[config.mk]
export PLATFORM = sky130hd
export DESIGN_NAME = btn_conditioner
export DESIGN_NICKNAME = d
export VERILOG_FILES = /design/src/rtl/btn_conditioner.sv
export SDC_FILE = /design/constraint.sdc
export NUM_CORES = 1
export LEC_CHECK = 0
export CAP_MARGIN = 20
export CORE_AREA = 5 5 42 44
export DETAILED_ROUTE_END_ITERATION = 10
export DIE_AREA = 0 0 47 49
export PLACE_DENSITY_LB_ADDON = 0.2
export SYNTH_ARGS = -nofsm -noshare
export SYNTH_HDL_FRONTEND = slang
export SYNTH_SLANG_ARGS = --single-unit
[constraint.sdc]
create_clock -name clk -period 3.72 [get_ports clk]
set_input_delay 0.93 -clock clk [delete_from_list [all_inputs] [get_ports clk]]
set_output_delay 0.93 -clock clk [all_outputs]
set_load 0.02 [all_outputs]
[src/rtl/btn_conditioner.sv]
// rtl/btn_conditioner.sv - pushbutton synchronizer, debouncer and press/release/long-press strobe generator
// Pulses are registered one cycle behind the debounced level so consumers see clean single-cycle strobes.
module btn_conditioner #(
    parameter int DEBOUNCE_CYCLES = 4,
    parameter int LONG_CYCLES     = 8
) (
    input  logic clk,
    input  logic reset,
    input  logic raw_button,
    output logic held,
    output logic press_pulse,
    output logic release_pulse,
    output logic long_pulse
);
    localparam int DW = $clog2(DEBOUNCE_CYCLES + 1);
    localparam int LW = $clog2(LONG_CYCLES + 1);
    localparam logic [DW-1:0] DB_LAST  = DW'(DEBOUNCE_CYCLES - 1);
    localparam logic [LW-1:0] LONG_MAX = LW'(LONG_CYCLES);
    localparam logic [LW-1:0] LONG_ARM = LW'(LONG_CYCLES - 1);

    logic          s1;
    logic          s2;
    logic          held_d;
    logic          long_arm;
    logic [DW-1:0] db_cnt;
    logic [LW-1:0] hold_cnt;

    always_ff @(posedge clk) begin
        if (reset) begin
            s1            <= 1'b0;
            s2            <= 1'b0;
            held          <= 1'b0;
            held_d        <= 1'b0;
            db_cnt        <= '0;
            hold_cnt      <= '0;
            long_arm      <= 1'b0;
            press_pulse   <= 1'b0;
            release_pulse <= 1'b0;
            long_pulse    <= 1'b0;
        end else begin
            s1 <= raw_button;
            s2 <= s1;

            // Any sample agreeing with held restarts the stability window.
            if (s2 == held) begin
                db_cnt <= '0;
            end else if (db_cnt == DB_LAST) begin
                held   <= s2;
                db_cnt <= '0;
            end else begin
                db_cnt <= db_cnt + DW'(1);
            end

            held_d <= held;

            if (!held) begin
                hold_cnt <= '0;
            end else if (hold_cnt != LONG_MAX) begin
                hold_cnt <= hold_cnt + LW'(1);
            end

            // Saturation at LONG_MAX means LONG_ARM is passed once per press: no auto-repeat.
            long_arm      <= held && (hold_cnt == LONG_ARM);
            press_pulse   <= held & ~held_d;
            release_pulse <= ~held & held_d;
            long_pulse    <= long_arm & held;
        end
    end
endmodule

==> reports/results.ini, run 1 <==
[floorplanning]
die_area_um2=2303
ioPinCount=7
start_util=0.3884
core-area_um2=1401
dieHeight_um=49
num_rows=14
fp.dieW_um=47

[placement]
place_hpwl_um=590
post_dp_cell_area_um2=624.3
numPortBuffers=6
routabilityCongestion=0.6717

[cts]
cts_root_buf=clkbuf_4
hold_buffers=0
cts_made_buffers=3
cts_tree=built
clkLatencyLatePin_ns=0.27
cts.path.max_buffers=2
cts_resized=0
cts_setup_buffers=0
cts.sink_count=15
clk_pin_slew_ns=0.08
htreeDepth=1

[sta]
tightest_slew_ns=0.2230
setup_viol=0
final_hold_viol_count=0
fin_crit_ns=2.242
slew_viol_final=0
max_freq_mhz=446.0
grt_setup_unrepaired=no
relSlewSlack=0.8509
tns_ns=0
fin_crit_sh=0.6028
skew_ns=0.0005957

[drt]
routed_via_density=4.519
wire_per_inst_um=9.623
drtIter0Drc=2
vias=348
drt_wl_total_um=741
drc=0
ant_nets=0
first_pass_iters=2

[synthesis]
netlist.area_leader.share=0.5517
yosysSeqAreaShare=0.5517
synthCells=51
netlist_top_cells_area=dfxtp_1, ha_1, inv_1
syn_avg_cell_area_um2=10.67
postSynthNetCount=58
yosysTopAreaCell=dfxtp_1
syn_area_um2=544.3
ys_warn_count=0
synth-seq-cells=15
yosysUniqueCellTypes=20

[setup_path]
cp_cell_sequence=clkdlybuf4s50_1
start_kind=flip-flop
reg2reg_depth=4
path_class=flip-flop to output port
required_ns=2.79
slowest_delay_ns=0.63
path_delay_family=buffers and inverters
crit_path_top_delay_cell=clkdlybuf4s50_1
r2r-start=db_cnt[0]
arrival_ns=1.31
end_kind=output port
reg2reg_slack_ns=2.43
reg2reg_to=db_cnt[2]
path_buf_inv=1
critPathMaxFanout=5

[power]
powerDensity_nw_per_um2=391.8
p_switching_w=0.00004846
pwr-share-comb=0.020
p_clk_frac=0.343
p_seq_frac=0.637
p_leak_nw=0.2468
intPower_w=0.0002064
switching_share=0.1901
vdd_drop_max_v=0.0002064

[worst_hold_path]
hp-start=held_d
hold_class=flip-flop to flip-flop
hold_end=press_pulse
hold_depth=1

[cells_and_area]
area_growth_pct=19.54
drive_above_1_share=0.1311
num_antenna_cells=0
final_area_um2=650.6
nets=69
final_common_cell=dfxtp_1
final_cell_mix=dfxtp_1, clkdlybuf4s50_1, inv_1, nor2_1, ha_1

[grt]
grt_busiest_layer=met2
met3_usage=0.02214
overflow=0
grt_max_degree=9
grt_pass1_vias=324
track_usage=0.08569
grtUsageMet1=0.1051
grtUsageMet2=0.1063
grt_pass1_wl_um=1311
antenna_found_initial=0

[flow_run]
max_cap_viol_count=0

[run_status]
status=finished clean

[power by group through the flow]
stage / Combinational [W] / Sequential [W] / Clock [W]
after floorplan: 0.00000216 / 0.000166 / 0
after global placement: 0.00000517 / 0.000166 / 0
after detailed placement: 0.00000524 / 0.000166 / 0
after CTS: 0.00000521 / 0.000162 / 0.0000926
after global routing: 0.00000589 / 0.000163 / 0.000104
final: 0.00000509 / 0.000162 / 0.0000875
[synth_stat cells, drive strengths merged]
| cell type | instances |
|---|---|
| a21oi | 1 |
| and2 | 1 |
| dfxtp | 15 |
| ha | 4 |
| inv | 5 |
| mux2i | 1 |
| nand2 | 2 |
| nand2b | 1 |
| nand3 | 2 |
| nand3b | 2 |
| nor2 | 7 |
| nor2b | 2 |
| nor3 | 1 |
| nor3b | 1 |
| o31ai | 1 |
| or2b | 1 |
| or3 | 1 |
| xnor2 | 2 |
| xor2 | 1 |
[logic make-up (layout without fill, tap and decap cells)]
kind of cell / count (synthesis) / after routing / share of synthesized area
AO/OA/AOI/OAI: 2 / 2 / 0.02298
AND/OR/NAND/NOR: 21 / 21 / 0.2322
flip-flops: 15 / 15 / 0.5517
buffers and inverters: 5 / 15 / 0.03449
XOR/XNOR: 3 / 3 / 0.04828
multiplexers: 1 / 1 / 0.01839
adder cells (fa/ha/maj): 4 / 4 / 0.09196
[how the worst max path moves through the flow]
stage | from | endpoint | slack [ns] | cells after the start
finish | held | held | 1.48 | 1
global route | held | held | 1.41 | 1
CTS | held | held | 1.45 | 1
detailed placement | reset | long_arm | 1.64 | 3
global placement | reset | hold_cnt[1] | 1.67 | 5
floorplan | reset | hold_cnt[1] | 2.25 | 2
[layer usage]
metal | vias to the layer above | part of all wire | routed length (um)
li1 | 185 | - | -
met1 | 158 | 0.48 | 355
met2 | 3 | 0.47 | 345
met3 | 2 | 0.028 | 21
met4 | 0 | 0.024 | 18
met5 | - | 0 | 0
[cell type report]
type	count	area, um2
fillers	139	750.7
clock buffers	4	26.28
repair buffers	6	60.06
inverters	5	18.77
flip-flops and latches	15	300.3
well taps	16	20.02
multi-input cells	31	225.2
[flip-flops by register name, summed over array words and instances (netlist names)]
register,flops
db_cnt,3
held,1
held_d,1
hold_cnt,4
long_arm,1
long_pulse,1
press_pulse,1
release_pulse,1
s1,1
s2,1
[metrics by stage]
step / power (W) / hold slack, ns / setup WS, ns / utilization / instances
final: 0.0002549 / 0.4044 / 1.478 / 0.4643 / 77
after global routing: 0.0002723 / 0.4335 / 1.409 / 0.4643 / 77
after CTS: 0.0002601 / 0.4102 / 1.453 / 0.4643 / 77
after detailed placement: 0.0001714 / 0.3981 / 1.635 / 0.4455 / 73
after global placement: 0.0001713 / 0.4180 / 1.669 / 0.4455 / 73
after floorplan: 0.0001682 / 0.3841 / 2.250 / - / 51
(Power assumes the default switching activity.)
==> run 2: changes to the inputs <==
==> constraint.sdc (replaced) <==
create_clock -name clk -period 1.8 [get_ports clk]
set_input_delay 0.45 -clock clk [delete_from_list [all_inputs] [get_ports clk]]
set_output_delay 0.45 -clock clk [all_outputs]
set_load 0.02 [all_outputs]
==> run 2 against run 1 <==
Combinational power up 110%. Clock skew unchanged. Utilization rose by 0.18 points. Routed wire length up 0.67%. Critical path depth unchanged. Clock power is 110% higher. Sequential power grew 110%. Sequential share of layout area decreased by 0.18 points. First-iteration DRC count is the same. Flip-flop and latch count stayed put. Cell count unchanged. Critical endpoint is now press_pulse.
==> reports/results.ini, run 2 (same netlist as run 1, synthesis figures left out) <==
[drt]
drc=0  ; unchanged
ant_nets=0  ; unchanged
drtIter0Drc=2  ; unchanged
routed_via_density=4.519  ; unchanged
wire_per_inst_um=9.688  ; +0.67%
first_pass_iters=2  ; unchanged
vias=348  ; unchanged
drt_wl_total_um=746  ; +0.67%

[worst_hold_path]
hp-start=held_d
hold_end=press_pulse
hold_depth=1  ; unchanged
hold_class=flip-flop to flip-flop

[setup_path]
reg2reg_to=db_cnt[2]
reg2reg_depth=4  ; unchanged
path_delay_family=buffers and inverters
arrival_ns=1.18  ; -0.13 ns
crit_path_top_delay_cell=clkdlybuf4s50_1
required_ns=1.35  ; -1.44 ns
end_kind=output port
path_class=flip-flop to output port
start_kind=flip-flop
path_buf_inv=1  ; unchanged
cp_cell_sequence=clkdlybuf4s50_1
slowest_delay_ns=0.60  ; -0.03 ns
r2r-start=db_cnt[0]
critPathMaxFanout=1  ; -4
reg2reg_slack_ns=0.51  ; -1.92 ns

[sta]
max_freq_mhz=612.7
grt_setup_unrepaired=no
setup_viol=0  ; unchanged
skew_ns=0.0005957  ; unchanged
tns_ns=0  ; unchanged
slew_viol_final=0  ; unchanged
fin_crit_sh=0.9067
fin_crit_ns=1.632
final_hold_viol_count=0  ; unchanged
relSlewSlack=0.8488  ; -0.002034
setup_ws_ns=0.1679  ; -1.310 ns
timing.hold.ws_ns=0.4043  ; -0.00003700 ns
tightest_slew_ns=0.2264  ; +0.003379 ns

[floorplanning]
num_rows=14  ; unchanged
fp.dieW_um=47  ; unchanged
die_area_um2=2303  ; unchanged
ioPinCount=7  ; unchanged
start_util=0.3884  ; unchanged
dieHeight_um=49  ; unchanged
core-area_um2=1401  ; unchanged

[run_status]
status=finished clean

[power]
p_leak_nw=0.2656  ; +7.6%
vdd_drop_max_v=0.0004261  ; +110%
powerDensity_nw_per_um2=806.3  ; +110%

[flow_run]
max_cap_viol_count=0  ; unchanged

[cells_and_area]
final_cells=77  ; unchanged
multiInputGateArea_um2=225.2  ; unchanged
final_area_um2=653.1  ; +0.38%
final_cell_mix=dfxtp_1, inv_1, clkdlybuf4s50_1, nor2_1, ha_1
top_regs=hold_cnt x4, db_cnt x3
nets=69  ; unchanged
drive_above_1_share=0.1311  ; unchanged
final_common_cell=dfxtp_1
filler_cell_count=138  ; -0.72%
area_growth_pct=20.00
largest_reg_flops=4  ; unchanged
regArea_um2=300.3  ; unchanged
num_antenna_cells=0  ; unchanged
top_register=hold_cnt

[grt]
antenna_found_initial=0  ; unchanged
track_usage=0.08569  ; unchanged
grt_pass1_wl_um=1311  ; unchanged
grt_pass1_vias=324  ; unchanged
grt_max_degree=9  ; unchanged
overflow=0  ; unchanged

[placement]
dp_slack_ns=0.1951  ; -1.440 ns
post_dp_cell_area_um2=624.3  ; unchanged
dp.cells=73  ; unchanged
numPortBuffers=6  ; unchanged
routabilityCongestion=0.6714  ; about the same
place_hpwl_um=590  ; unchanged

[cts]
clk_pin_slew_ns=0.08  ; about the same
cts_root_buf=clkbuf_4
cts.path.max_buffers=2  ; unchanged
cts.sink_count=15  ; unchanged
htreeDepth=1  ; unchanged
clkLatencyLatePin_ns=0.27  ; about the same
cts_made_buffers=3  ; unchanged
cts_tree=built

-- run 2: cell count changes in the layout (fill, tap and decap cells not counted), sizes merged --
cell           delta
clkdlybuf4s50     -1
dlymetal6s2s      +1
-- run 2: worst max path at each step --
stage	end	slack, ns	depth (start not counted)	start
floorplan	db_cnt[0]	0.58	4	db_cnt[0]
global placement	hold_cnt[1]	0.23	5	reset
detailed placement	long_arm	0.20	3	reset
CTS	held	0.01	1	held
global route	press_pulse	0.1	1	press_pulse
finish	press_pulse	0.17	1	press_pulse
-- run 2: repair_timing --
action,CTS,global route
buffers inserted,0,0
hold buffers,0,0
resized for setup,0,1
setup endpoints to repair,0,1
-- run 2: routing by layer --
layer,global-route usage,vias to the layer above,part of all wire
met1,0.1051,158,0.48
met3,0.02214,2,0.028
met4,0.09677,0,0.024
met5,0,-,0
met2,0.1063,3,0.47
li1,-,185,-
-- run 2: layout make-up --
class                      instances  share of cell area
clock buffer                       4             0.04023
sequential                        15              0.4598
tap                               16             0.03065
inverter                           5             0.02874
multi-input combinational         31              0.3448
timing repair buffer               6             0.09579
-- run 2: power by group --
part	internal [W]	total, W	leakage (nW)	switching [W]
logic	0.00000665	0.0000105	0.129	0.00000388
registers	0.000334	0.000335	0.121	0.00000124
clock network	0.0000857	0.000181	0.0150	0.0000949
-- run 2: metrics by stage --
step	util	power, W
floorplan	-	0.0003476
finish	0.4661	0.0005266
detailed placement	0.4455	0.0003542
CTS	0.4643	0.0005376
global placement	0.4455	0.0003539
global route	0.4661	0.0005628
